$ cat config.mk
export PLATFORM = sky130hd
export DESIGN_NAME = reorder_buffer_flat
export DESIGN_NICKNAME = d
export VERILOG_FILES = /design/src/rtl/reorder_buffer_if.sv /design/src/rtl/reorder_buffer.sv /design/src/flat_wrapper.sv
export SDC_FILE = /design/constraint.sdc
export NUM_CORES = 2
export LEC_CHECK = 0
export BUFFER_PORTS_ARGS = -buffer_cell sky130_fd_sc_hd__clkbuf_2
export CAP_MARGIN = 0
export CORE_ASPECT_RATIO = 0.9
export CORE_MARGIN = 2
export CORE_UTILIZATION = 48
export DETAILED_ROUTE_END_ITERATION = 10
export MAX_ROUTING_LAYER = met4
export PLACE_DENSITY = 0.7
export SLEW_MARGIN = 20
export SYNTH_ARGS = -nofsm -noshare
export SYNTH_HDL_FRONTEND = slang
export SYNTH_SLANG_ARGS = --single-unit
$ cat constraint.sdc
create_clock -name clk_in -period 6.1 [get_ports clk_in]
set_clock_uncertainty 0.05 [all_clocks]
set_input_delay 0.305 -clock clk_in [delete_from_list [all_inputs] [get_ports clk_in]]
set_output_delay 0.305 -clock clk_in [all_outputs]
set_load 0.02 [all_outputs]
$ cat src/rtl/reorder_buffer_if.sv
// rtl/reorder_buffer_if.sv - issue/query/writeback/commit bundle of the reorder buffer
interface reorder_buffer_if #(
  parameter int ROB_WIDTH = 4
);
  // issue side
  logic                 issue;
  logic [1:0]           issue_type;
  logic [4:0]           issue_rd;
  logic                 issue_pred_taken;
  logic [31:0]          issue_alt_pc;
  logic [ROB_WIDTH-1:0] issue_tag;
  logic                 full;

  // operand-tag queries
  logic [ROB_WIDTH-1:0] query_tag_1;
  logic [ROB_WIDTH-1:0] query_tag_2;
  logic                 query_ready_1;
  logic                 query_ready_2;
  logic [31:0]          query_value_1;
  logic [31:0]          query_value_2;

  // writeback strobes
  logic                 done_alu_1;
  logic                 done_alu_2;
  logic                 done_lsb;
  logic [31:0]          value_alu_1;
  logic [31:0]          value_alu_2;
  logic [31:0]          value_lsb;
  logic [ROB_WIDTH-1:0] tag_alu_1;
  logic [ROB_WIDTH-1:0] tag_alu_2;
  logic [ROB_WIDTH-1:0] tag_lsb;

  // commit and flush
  logic                 commit_valid;
  logic [ROB_WIDTH-1:0] commit_tag;
  logic [4:0]           commit_rd;
  logic [31:0]          commit_value;
  logic                 commit_store;
  logic                 clear_signal;
  logic [31:0]          clear_pc;

  modport master (
    output issue, issue_type, issue_rd, issue_pred_taken, issue_alt_pc,
    output query_tag_1, query_tag_2,
    output done_alu_1, done_alu_2, done_lsb,
    output value_alu_1, value_alu_2, value_lsb,
    output tag_alu_1, tag_alu_2, tag_lsb,
    input  issue_tag, full,
    input  query_ready_1, query_ready_2, query_value_1, query_value_2,
    input  commit_valid, commit_tag, commit_rd, commit_value, commit_store,
    input  clear_signal, clear_pc
  );

  modport slave (
    input  issue, issue_type, issue_rd, issue_pred_taken, issue_alt_pc,
    input  query_tag_1, query_tag_2,
    input  done_alu_1, done_alu_2, done_lsb,
    input  value_alu_1, value_alu_2, value_lsb,
    input  tag_alu_1, tag_alu_2, tag_lsb,
    output issue_tag, full,
    output query_ready_1, query_ready_2, query_value_1, query_value_2,
    output commit_valid, commit_tag, commit_rd, commit_value, commit_store,
    output clear_signal, clear_pc
  );
endinterface

$ cat src/rtl/reorder_buffer.sv
// rtl/reorder_buffer.sv - in-order retirement queue with branch mispredict flush
module reorder_buffer #(
  parameter int ROB_WIDTH = 4,
  parameter int ROB_SIZE  = 2 ** ROB_WIDTH
) (
  input logic             clk_in,
  input logic             rst_in,
  input logic             rdy_in,
  reorder_buffer_if.slave bus
);
  localparam logic [1:0] TYPE_REG    = 2'd0;
  localparam logic [1:0] TYPE_BRANCH = 2'd1;
  localparam logic [1:0] TYPE_STORE  = 2'd2;
  localparam logic [ROB_WIDTH:0] COUNT_FULL = (ROB_WIDTH + 1)'(ROB_SIZE);

  typedef logic [ROB_WIDTH-1:0] tag_t;

  tag_t                head;
  tag_t                tail;
  logic [ROB_WIDTH:0]  count;
  logic [ROB_SIZE-1:0] busy;
  logic [ROB_SIZE-1:0] ready;
  logic [ROB_SIZE-1:0] ent_pred;
  logic [1:0]          ent_type   [ROB_SIZE];
  logic [4:0]          ent_rd     [ROB_SIZE];
  logic [31:0]         ent_value  [ROB_SIZE];
  logic [31:0]         ent_alt_pc [ROB_SIZE];

  logic                commit_valid_q;
  tag_t                commit_tag_q;
  logic [4:0]          commit_rd_q;
  logic [31:0]         commit_value_q;
  logic                commit_store_q;
  logic                clear_signal_q;
  logic [31:0]         clear_pc_q;

  logic                issue_ok;
  logic                commit_ok;
  logic                wb_en;
  logic                head_mispredict;
  logic [ROB_SIZE-1:0] wb_hit;
  logic [31:0]         wb_value [ROB_SIZE];

  assign bus.full         = (count == COUNT_FULL);
  assign bus.issue_tag    = tail;
  assign bus.commit_valid = commit_valid_q;
  assign bus.commit_tag   = commit_tag_q;
  assign bus.commit_rd    = commit_rd_q;
  assign bus.commit_value = commit_value_q;
  assign bus.commit_store = commit_store_q;
  assign bus.clear_signal = clear_signal_q;
  assign bus.clear_pc     = clear_pc_q;

  // Queries read the stored state only; same-cycle strobes are forwarded by the RS.
  assign bus.query_ready_1 = busy[bus.query_tag_1] & ready[bus.query_tag_1];
  assign bus.query_ready_2 = busy[bus.query_tag_2] & ready[bus.query_tag_2];
  assign bus.query_value_1 = ent_value[bus.query_tag_1];
  assign bus.query_value_2 = ent_value[bus.query_tag_2];

  // While a flush is pending nothing is allocated, retired or captured.
  assign issue_ok  = rdy_in & bus.issue & ~bus.full & ~clear_signal_q;
  assign commit_ok = rdy_in & busy[head] & ready[head] & ~clear_signal_q;
  assign wb_en     = rdy_in & ~clear_signal_q;

  // A branch's resolved direction lives in bit 0 of its result.
  assign head_mispredict = (ent_type[head] == TYPE_BRANCH) &
                           (ent_value[head][0] != ent_pred[head]);

  // Per-entry writeback match; ALU1 beats ALU2 beats LSB on a shared tag.
  always_comb begin
    for (int i = 0; i < ROB_SIZE; i++) begin
      wb_hit[i]   = 1'b0;
      wb_value[i] = '0;
      if (wb_en && busy[i] && !ready[i]) begin
        if (bus.done_alu_1 && bus.tag_alu_1 == tag_t'(i)) begin
          wb_hit[i]   = 1'b1;
          wb_value[i] = bus.value_alu_1;
        end else if (bus.done_alu_2 && bus.tag_alu_2 == tag_t'(i)) begin
          wb_hit[i]   = 1'b1;
          wb_value[i] = bus.value_alu_2;
        end else if (bus.done_lsb && bus.tag_lsb == tag_t'(i)) begin
          wb_hit[i]   = 1'b1;
          wb_value[i] = bus.value_lsb;
        end
      end
    end
  end

  // Control state: pointers, occupancy flags, commit and flush pulses.
  always_ff @(posedge clk_in or negedge rst_in) begin
    if (!rst_in) begin
      head           <= '0;
      tail           <= '0;
      count          <= '0;
      busy           <= '0;
      ready          <= '0;
      commit_valid_q <= 1'b0;
      commit_tag_q   <= '0;
      commit_rd_q    <= '0;
      commit_value_q <= '0;
      commit_store_q <= 1'b0;
      clear_signal_q <= 1'b0;
      clear_pc_q     <= '0;
    end else if (rdy_in) begin
      if (clear_signal_q) begin
        head           <= '0;
        tail           <= '0;
        count          <= '0;
        busy           <= '0;
        ready          <= '0;
        commit_valid_q <= 1'b0;
        commit_store_q <= 1'b0;
        clear_signal_q <= 1'b0;
      end else begin
        ready          <= ready | wb_hit;
        commit_valid_q <= commit_ok;
        commit_store_q <= commit_ok & (ent_type[head] == TYPE_STORE);
        clear_signal_q <= commit_ok & head_mispredict;
        if (commit_ok) begin
          busy[head]     <= 1'b0;
          ready[head]    <= 1'b0;
          head           <= head + 1'b1;
          commit_tag_q   <= head;
          commit_rd_q    <= ent_rd[head];
          commit_value_q <= ent_value[head];
          if (head_mispredict) begin
            clear_pc_q <= ent_alt_pc[head];
          end
        end
        if (issue_ok) begin
          busy[tail]  <= 1'b1;
          ready[tail] <= 1'b0;
          tail        <= tail + 1'b1;
        end
        count <= count + (ROB_WIDTH + 1)'(issue_ok) - (ROB_WIDTH + 1)'(commit_ok);
      end
    end
  end

  // Entry payload; validity is carried by busy/ready so no reset is needed here.
  always_ff @(posedge clk_in) begin
    for (int i = 0; i < ROB_SIZE; i++) begin
      if (wb_hit[i]) begin
        ent_value[i] <= wb_value[i];
      end
    end
    if (issue_ok) begin
      ent_type[tail]   <= bus.issue_type;
      ent_rd[tail]     <= (bus.issue_type == TYPE_REG) ? bus.issue_rd : 5'd0;
      ent_pred[tail]   <= bus.issue_pred_taken;
      ent_alt_pc[tail] <= bus.issue_alt_pc;
    end
  end
endmodule

$ cat src/flat_wrapper.sv
// flat-port wrapper written by rule: the top's interface ports become plain ports
module reorder_buffer_flat 
#(
  parameter int ROB_WIDTH = 4,
  parameter int ROB_SIZE  = 2 ** ROB_WIDTH
)
  (clk_in, rst_in, rdy_in, bus_issue, bus_issue_type, bus_issue_rd, bus_issue_pred_taken, bus_issue_alt_pc, bus_query_tag_1, bus_query_tag_2, bus_done_alu_1, bus_done_alu_2, bus_done_lsb, bus_value_alu_1, bus_value_alu_2, bus_value_lsb, bus_tag_alu_1, bus_tag_alu_2, bus_tag_lsb, bus_issue_tag, bus_full, bus_query_ready_1, bus_query_ready_2, bus_query_value_1, bus_query_value_2, bus_commit_valid, bus_commit_tag, bus_commit_rd, bus_commit_value, bus_commit_store, bus_clear_signal, bus_clear_pc);
  reorder_buffer_if #(.ROB_WIDTH(ROB_WIDTH)) bus_i ();
  input logic clk_in;
  input logic rst_in;
  input logic rdy_in;
  input wire logic [$bits(bus_i.issue)-1:0] bus_issue;
  input wire logic [$bits(bus_i.issue_type)-1:0] bus_issue_type;
  input wire logic [$bits(bus_i.issue_rd)-1:0] bus_issue_rd;
  input wire logic [$bits(bus_i.issue_pred_taken)-1:0] bus_issue_pred_taken;
  input wire logic [$bits(bus_i.issue_alt_pc)-1:0] bus_issue_alt_pc;
  input wire logic [$bits(bus_i.query_tag_1)-1:0] bus_query_tag_1;
  input wire logic [$bits(bus_i.query_tag_2)-1:0] bus_query_tag_2;
  input wire logic [$bits(bus_i.done_alu_1)-1:0] bus_done_alu_1;
  input wire logic [$bits(bus_i.done_alu_2)-1:0] bus_done_alu_2;
  input wire logic [$bits(bus_i.done_lsb)-1:0] bus_done_lsb;
  input wire logic [$bits(bus_i.value_alu_1)-1:0] bus_value_alu_1;
  input wire logic [$bits(bus_i.value_alu_2)-1:0] bus_value_alu_2;
  input wire logic [$bits(bus_i.value_lsb)-1:0] bus_value_lsb;
  input wire logic [$bits(bus_i.tag_alu_1)-1:0] bus_tag_alu_1;
  input wire logic [$bits(bus_i.tag_alu_2)-1:0] bus_tag_alu_2;
  input wire logic [$bits(bus_i.tag_lsb)-1:0] bus_tag_lsb;
  output wire logic [$bits(bus_i.issue_tag)-1:0] bus_issue_tag;
  output wire logic [$bits(bus_i.full)-1:0] bus_full;
  output wire logic [$bits(bus_i.query_ready_1)-1:0] bus_query_ready_1;
  output wire logic [$bits(bus_i.query_ready_2)-1:0] bus_query_ready_2;
  output wire logic [$bits(bus_i.query_value_1)-1:0] bus_query_value_1;
  output wire logic [$bits(bus_i.query_value_2)-1:0] bus_query_value_2;
  output wire logic [$bits(bus_i.commit_valid)-1:0] bus_commit_valid;
  output wire logic [$bits(bus_i.commit_tag)-1:0] bus_commit_tag;
  output wire logic [$bits(bus_i.commit_rd)-1:0] bus_commit_rd;
  output wire logic [$bits(bus_i.commit_value)-1:0] bus_commit_value;
  output wire logic [$bits(bus_i.commit_store)-1:0] bus_commit_store;
  output wire logic [$bits(bus_i.clear_signal)-1:0] bus_clear_signal;
  output wire logic [$bits(bus_i.clear_pc)-1:0] bus_clear_pc;
  assign bus_i.issue = bus_issue;
  assign bus_i.issue_type = bus_issue_type;
  assign bus_i.issue_rd = bus_issue_rd;
  assign bus_i.issue_pred_taken = bus_issue_pred_taken;
  assign bus_i.issue_alt_pc = bus_issue_alt_pc;
  assign bus_i.query_tag_1 = bus_query_tag_1;
  assign bus_i.query_tag_2 = bus_query_tag_2;
  assign bus_i.done_alu_1 = bus_done_alu_1;
  assign bus_i.done_alu_2 = bus_done_alu_2;
  assign bus_i.done_lsb = bus_done_lsb;
  assign bus_i.value_alu_1 = bus_value_alu_1;
  assign bus_i.value_alu_2 = bus_value_alu_2;
  assign bus_i.value_lsb = bus_value_lsb;
  assign bus_i.tag_alu_1 = bus_tag_alu_1;
  assign bus_i.tag_alu_2 = bus_tag_alu_2;
  assign bus_i.tag_lsb = bus_tag_lsb;
  assign bus_issue_tag = bus_i.issue_tag;
  assign bus_full = bus_i.full;
  assign bus_query_ready_1 = bus_i.query_ready_1;
  assign bus_query_ready_2 = bus_i.query_ready_2;
  assign bus_query_value_1 = bus_i.query_value_1;
  assign bus_query_value_2 = bus_i.query_value_2;
  assign bus_commit_valid = bus_i.commit_valid;
  assign bus_commit_tag = bus_i.commit_tag;
  assign bus_commit_rd = bus_i.commit_rd;
  assign bus_commit_value = bus_i.commit_value;
  assign bus_commit_store = bus_i.commit_store;
  assign bus_clear_signal = bus_i.clear_signal;
  assign bus_clear_pc = bus_i.clear_pc;
  reorder_buffer #(.ROB_WIDTH(ROB_WIDTH), .ROB_SIZE(ROB_SIZE)) u_core (.clk_in(clk_in), .rst_in(rst_in), .rdy_in(rdy_in), .bus(bus_i));
endmodule
==> reports/qor_table.md <==
| Group | Metric | Reported |
|---|---|---|
| synth | Flip-flop cell with the highest count after synthesis | edfxtp_1 |
| clock tree | Total CTS buffers | 137 |
| grt | Wire length of the first global-routing pass | 360 mm |
| synth | Syn avg cell area | 14.8 µm² |
| placement | Total half-perimeter wirelength after legalization and detailed placement | 140 mm |
| synth | Top-area cell type share of the netlist area | 50.5% |
| layout | Nets | 4787 |
| clock tree | CTS-repair resized insts | 0 |
| sta | Worst Max-Slew Pin Slew | 1.30 ns |
| drt | Detail Route Antenna Nets | 0 |
| status | Result of the run | complete, no violations |
| floorplanning | Die extent in y | 362 µm |
| hold path | Classification of the worst-slack hold path | in2reg |
| setup path | CP Capture Type | flip-flop |
| layout | Share of the core filled with cells in the final layout | 54.2% |
| layout | Share of final-layout standard cells stronger than drive strength 1 | 31.4% |
| power and ir drop | Pwr per Cell Area | 337 nW/µm² |
| floorplanning | Core Box Area | 142000 µm² |
| setup path | Setup crit start kind | flip-flop |
| power and ir drop | Reported leakage power | 0.0238 µW |
| synth | Largest cells by area after synthesis | edfxtp_1, mux4_2, a22oi_1 |
| grt | Antenna violations before repair | 45 |
| drt | Per-cell routed wire length | 38.6 µm |
| power and ir drop | Total internal power | 17900 µW |
| setup path | Worst-path maximum fanout | 30 |
| clock tree | Clock transition at the registers of the reported paths | 0.06 ns |
| drt | Total wire length after detailed routing | 256 mm |
| synth | Synthesis Warnings | 0 |
| placement | Count of buffers inserted at the top-level ports | 309 |
| floorplanning | Cell Rows | 131 |
| power and ir drop | Worst ir drop on vdd | 0.310 mV |
| synth | Async set or reset register ratio after synthesis | 9.51% |
| clock tree | Post-CTS setup-driven buffer insertion count | 0 |
| power and ir drop | Net switching fraction of the power | 31.1% |
| grt | Gr usage total | 35.9% |
| grt | Total grt overflow | 0 |
| synth | Leading post-synthesis cells by instance count | edfxtp_1, mux4_2, nor2_1, a22oi_1, a211oi_1 |
| synth | Register bit total from synthesis | 1273 |
| drt | Via total after detailed routing | 50700 |
| job | Maximum Capacitance Violations | 0 |
| synth | Most instantiated library cell after synthesis | edfxtp_1 |
| synth | Count of flip-flops with a built-in enable after synthesis | 1152 |
| setup path | Arrival time of data at the critical path endpoint | 5.65 ns |
| clock tree | Number of buffers between clock root and the deepest sink | 3 |
| sta | Final count of pins violating max slew | 0 |
| setup path | Worst path required time | 6.70 ns |
| power and ir drop | Fraction of power consumed by combinational cells | 26.3% |
| drt | Total DRC errors in the routed layout | 0 |
| power and ir drop | Sw power | 8050 µW |
| sta | FMAX | 198 MHz |
| drt | Via/cell ratio | 7.64 |
| synth | Syn Std Cell Area | 68500 µm² |
| sta | Setup repair after global routing missed its margin | false |
| drt | Starting DRC count in detailed routing | 9977 |
| power and ir drop | Share of power burned in the clock network | 33.3% |
| placement | Gpl congestion | 0.939 |
| clock tree | Root buffer selected by CTS | clkbuf_16 |
| clock tree | # clock sinks | 1273 |
| sta | Relative slew margins | 13.1% |
| clock tree | Number of levels the H-tree was split into | 4 |
| layout | Synthesis-to-layout area growth | 12.1% |
| sta | Portion of the clock cycle consumed by the worst path in the final layout | 82.6% |
| synth | Number of distinct standard cells referenced by the synthesized netlist | 59 |
| drt | DRT Pass-1 Iters | 7 |
| sta | Number of setup violations in the final report | 0 |
| clock tree | Clock tree from TritonCTS | built |
| synth | Post-synthesis sequential area ratio | 54.9% |
| grt | Largest net degree at the start of global routing | 129 |
| synth | Cell count after synthesis | 4632 |
| floorplanning | I/O pin total | 310 |
| layout | Finished Cell Area | 76800 µm² |
| floorplanning | DIE AREA | 146000 µm² |
| sta | Post-layout min period | 5.04 ns |
| sta | Endpoints failing hold | 0 |
| sta | Setup TNS | 0 ns |
| floorplanning | Width of the die | 402 µm |
| setup path | Setup CP Type | reg2reg |
| clock tree | Skew-Pair Late Insertion Delay | 0.81 ns |
| synth | Number of nets in the synthesized netlist | 4810 |
| grt | Number of global-route vias before repair | 48800 |
| synth | Post-synthesis cell type with the largest combined area | edfxtp_1 |
| placement | Placed Area | 71600 µm² |
| power and ir drop | Sequential share of power | 40.4% |
| floorplanning | Initial standard-cell utilization of the core | 48.3% |
| clock tree | Hold buffer count at CTS | 36 |
==> per-stage QoR <==
| step | std cells | hold WS (ns) | power, µW | setup WS [ns] |
|---|---|---|---|---|
| 6_report | 6639 | 0.0420 | 25900 | 1.06 |
| 5_1_grt | 6630 | 0.0722 | 26500 | 0.815 |
| 4_1_cts | 6585 | 0.00273 | 25800 | 1.17 |
| 3_5_place_dp | 6295 | 0.354 | 17200 | 1.18 |
| 3_3_place_gp | 6295 | 0.344 | 17100 | 1.11 |
| 2_1_floorplan | 4632 | -0.0406 | 15100 | 2.10 |
==> layout make-up <==
type                       count  area, µm²
tap                         1862       2330
multi-input combinational   2694      28900
sequential                  1273      37600
clock inverter                75        946
timing repair buffer         477       3080
antenna                       53        133
inverter                      26       98.8
fill                       11000      64900
clock buffer                 179       3720
==> layout by cell type, fill, tap and decap left out, drive strengths merged, types with 10 or more instances in the layout <==
cell / n
a211oi: 512
a21oi: 15
a22oi: 514
a2bb2oi: 10
a311o: 15
a31oi: 25
a32o: 13
and2: 23
buf: 137
bufinv: 12
clkbuf: 483
clkinv: 57
dfrtp: 121
diode: 53
dlygate4sd3: 36
edfxtp: 1152
ha: 14
inv: 28
mux2: 68
mux2i: 17
mux4: 682
nand2: 55
nand3: 31
nand3b: 18
nor2: 576
nor2b: 25
nor3: 10
==> layer usage <==
layer / GRT usage, % / routed length (µm) / vias up
met5: - / 0 / -
met4: 20.3 / 17800 / 0
met3: 15.4 / 43200 / 1311
met2: 49.4 / 110000 / 5031
met1: 44.5 / 85600 / 25100
li1: - / - / 19200
==> logic make-up (layout without fill, tap and decap cells) <==
family | after synthesis | count (layout) | synth area share, %
compound gates | 1147 | 1147 | 12.6
xor+xnor | 5 | 5 | 0.0639
fa+ha+maj | 15 | 15 | 0.285
buf+inv | 665 | 757 | 3.74
flops | 1273 | 1273 | 54.9
mux | 767 | 767 | 23.8
other cells | 0 | 53 | 0
simple gates | 760 | 760 | 4.64
==> critical path: stages, from the launching register on <==
cell,delay (ns)
dfrtp_4,0.94
nor2b_1,0.88
a22o_1,0.28
nor2_1,0.06
or4_4,0.62
clkinv_2,0.23
ha_1,0.28
inv_1,0.07
ha_1,0.17
inv_1,0.07
fa_1,0.41
nor2b_1,0.17
nor2_1,0.06
o21bai_1,0.15
xnor2_1,0.16
mux2i_1,0.20
o2bb2ai_1,0.09
==> flip-flops by register name, indices dropped and copies added, names as in the netlist, 4 cells and up <==
name                     cells
u_core.busy                 16
u_core.bus.issue_tag         4
u_core.ent_type             32
u_core.ent_rd               80
u_core.bus.commit_rd         5
u_core.ready                16
u_core.bus.clear_pc         32
u_core.bus.commit_value     32
u_core.count                 5
u_core.ent_alt_pc          512
u_core.head                  4
u_core.ent_pred             16
u_core.bus.commit_tag        4
u_core.ent_value           512
==> power by group through the flow <==
| stage | Combinational (µW) | Sequential, µW | Clock (µW) |
|---|---|---|---|
| floorplan | 4620 | 10500 | 0 |
| global placement | 6530 | 10600 | 0 |
| detailed placement | 6610 | 10600 | 0 |
| CTS | 6660 | 10500 | 8650 |
| global route | 7010 | 10500 | 8990 |
| finish | 6810 | 10500 | 8630 |
==> final timing paths <==
| path | startpoint | endpoint | slack (ns) | cells after the start |
|---|---|---|---|---|
| worst min-delay path | bus_issue | u_core.bus.issue_tag[0]$_DFFE_PN0P_ | 0.04 | 4 |
| min in group asynchronous | rst_in | u_core.bus.commit_value[8]$_DFFE_PN0P_ | 0.08 | 2 |
| max in group asynchronous | rst_in | u_core.bus.clear_pc[18]$_DFFE_PN0P_ | 4.55 | 3 |
| worst min register to register | u_core.bus.commit_value[13]$_DFFE_PN0P_ | u_core.bus.commit_value[13]$_DFFE_PN0P_ | 0.46 | 1 |
| worst max-delay path | u_core.head[2]$_DFFE_PN0P_ | u_core.count[4]$_DFFE_PN0P_ | 1.06 | 16 |
| worst max register to register | u_core.head[2]$_DFFE_PN0P_ | u_core.count[4]$_DFFE_PN0P_ | 1.06 | 16 |
Note: power is estimated with default switching activity, not from simulation.
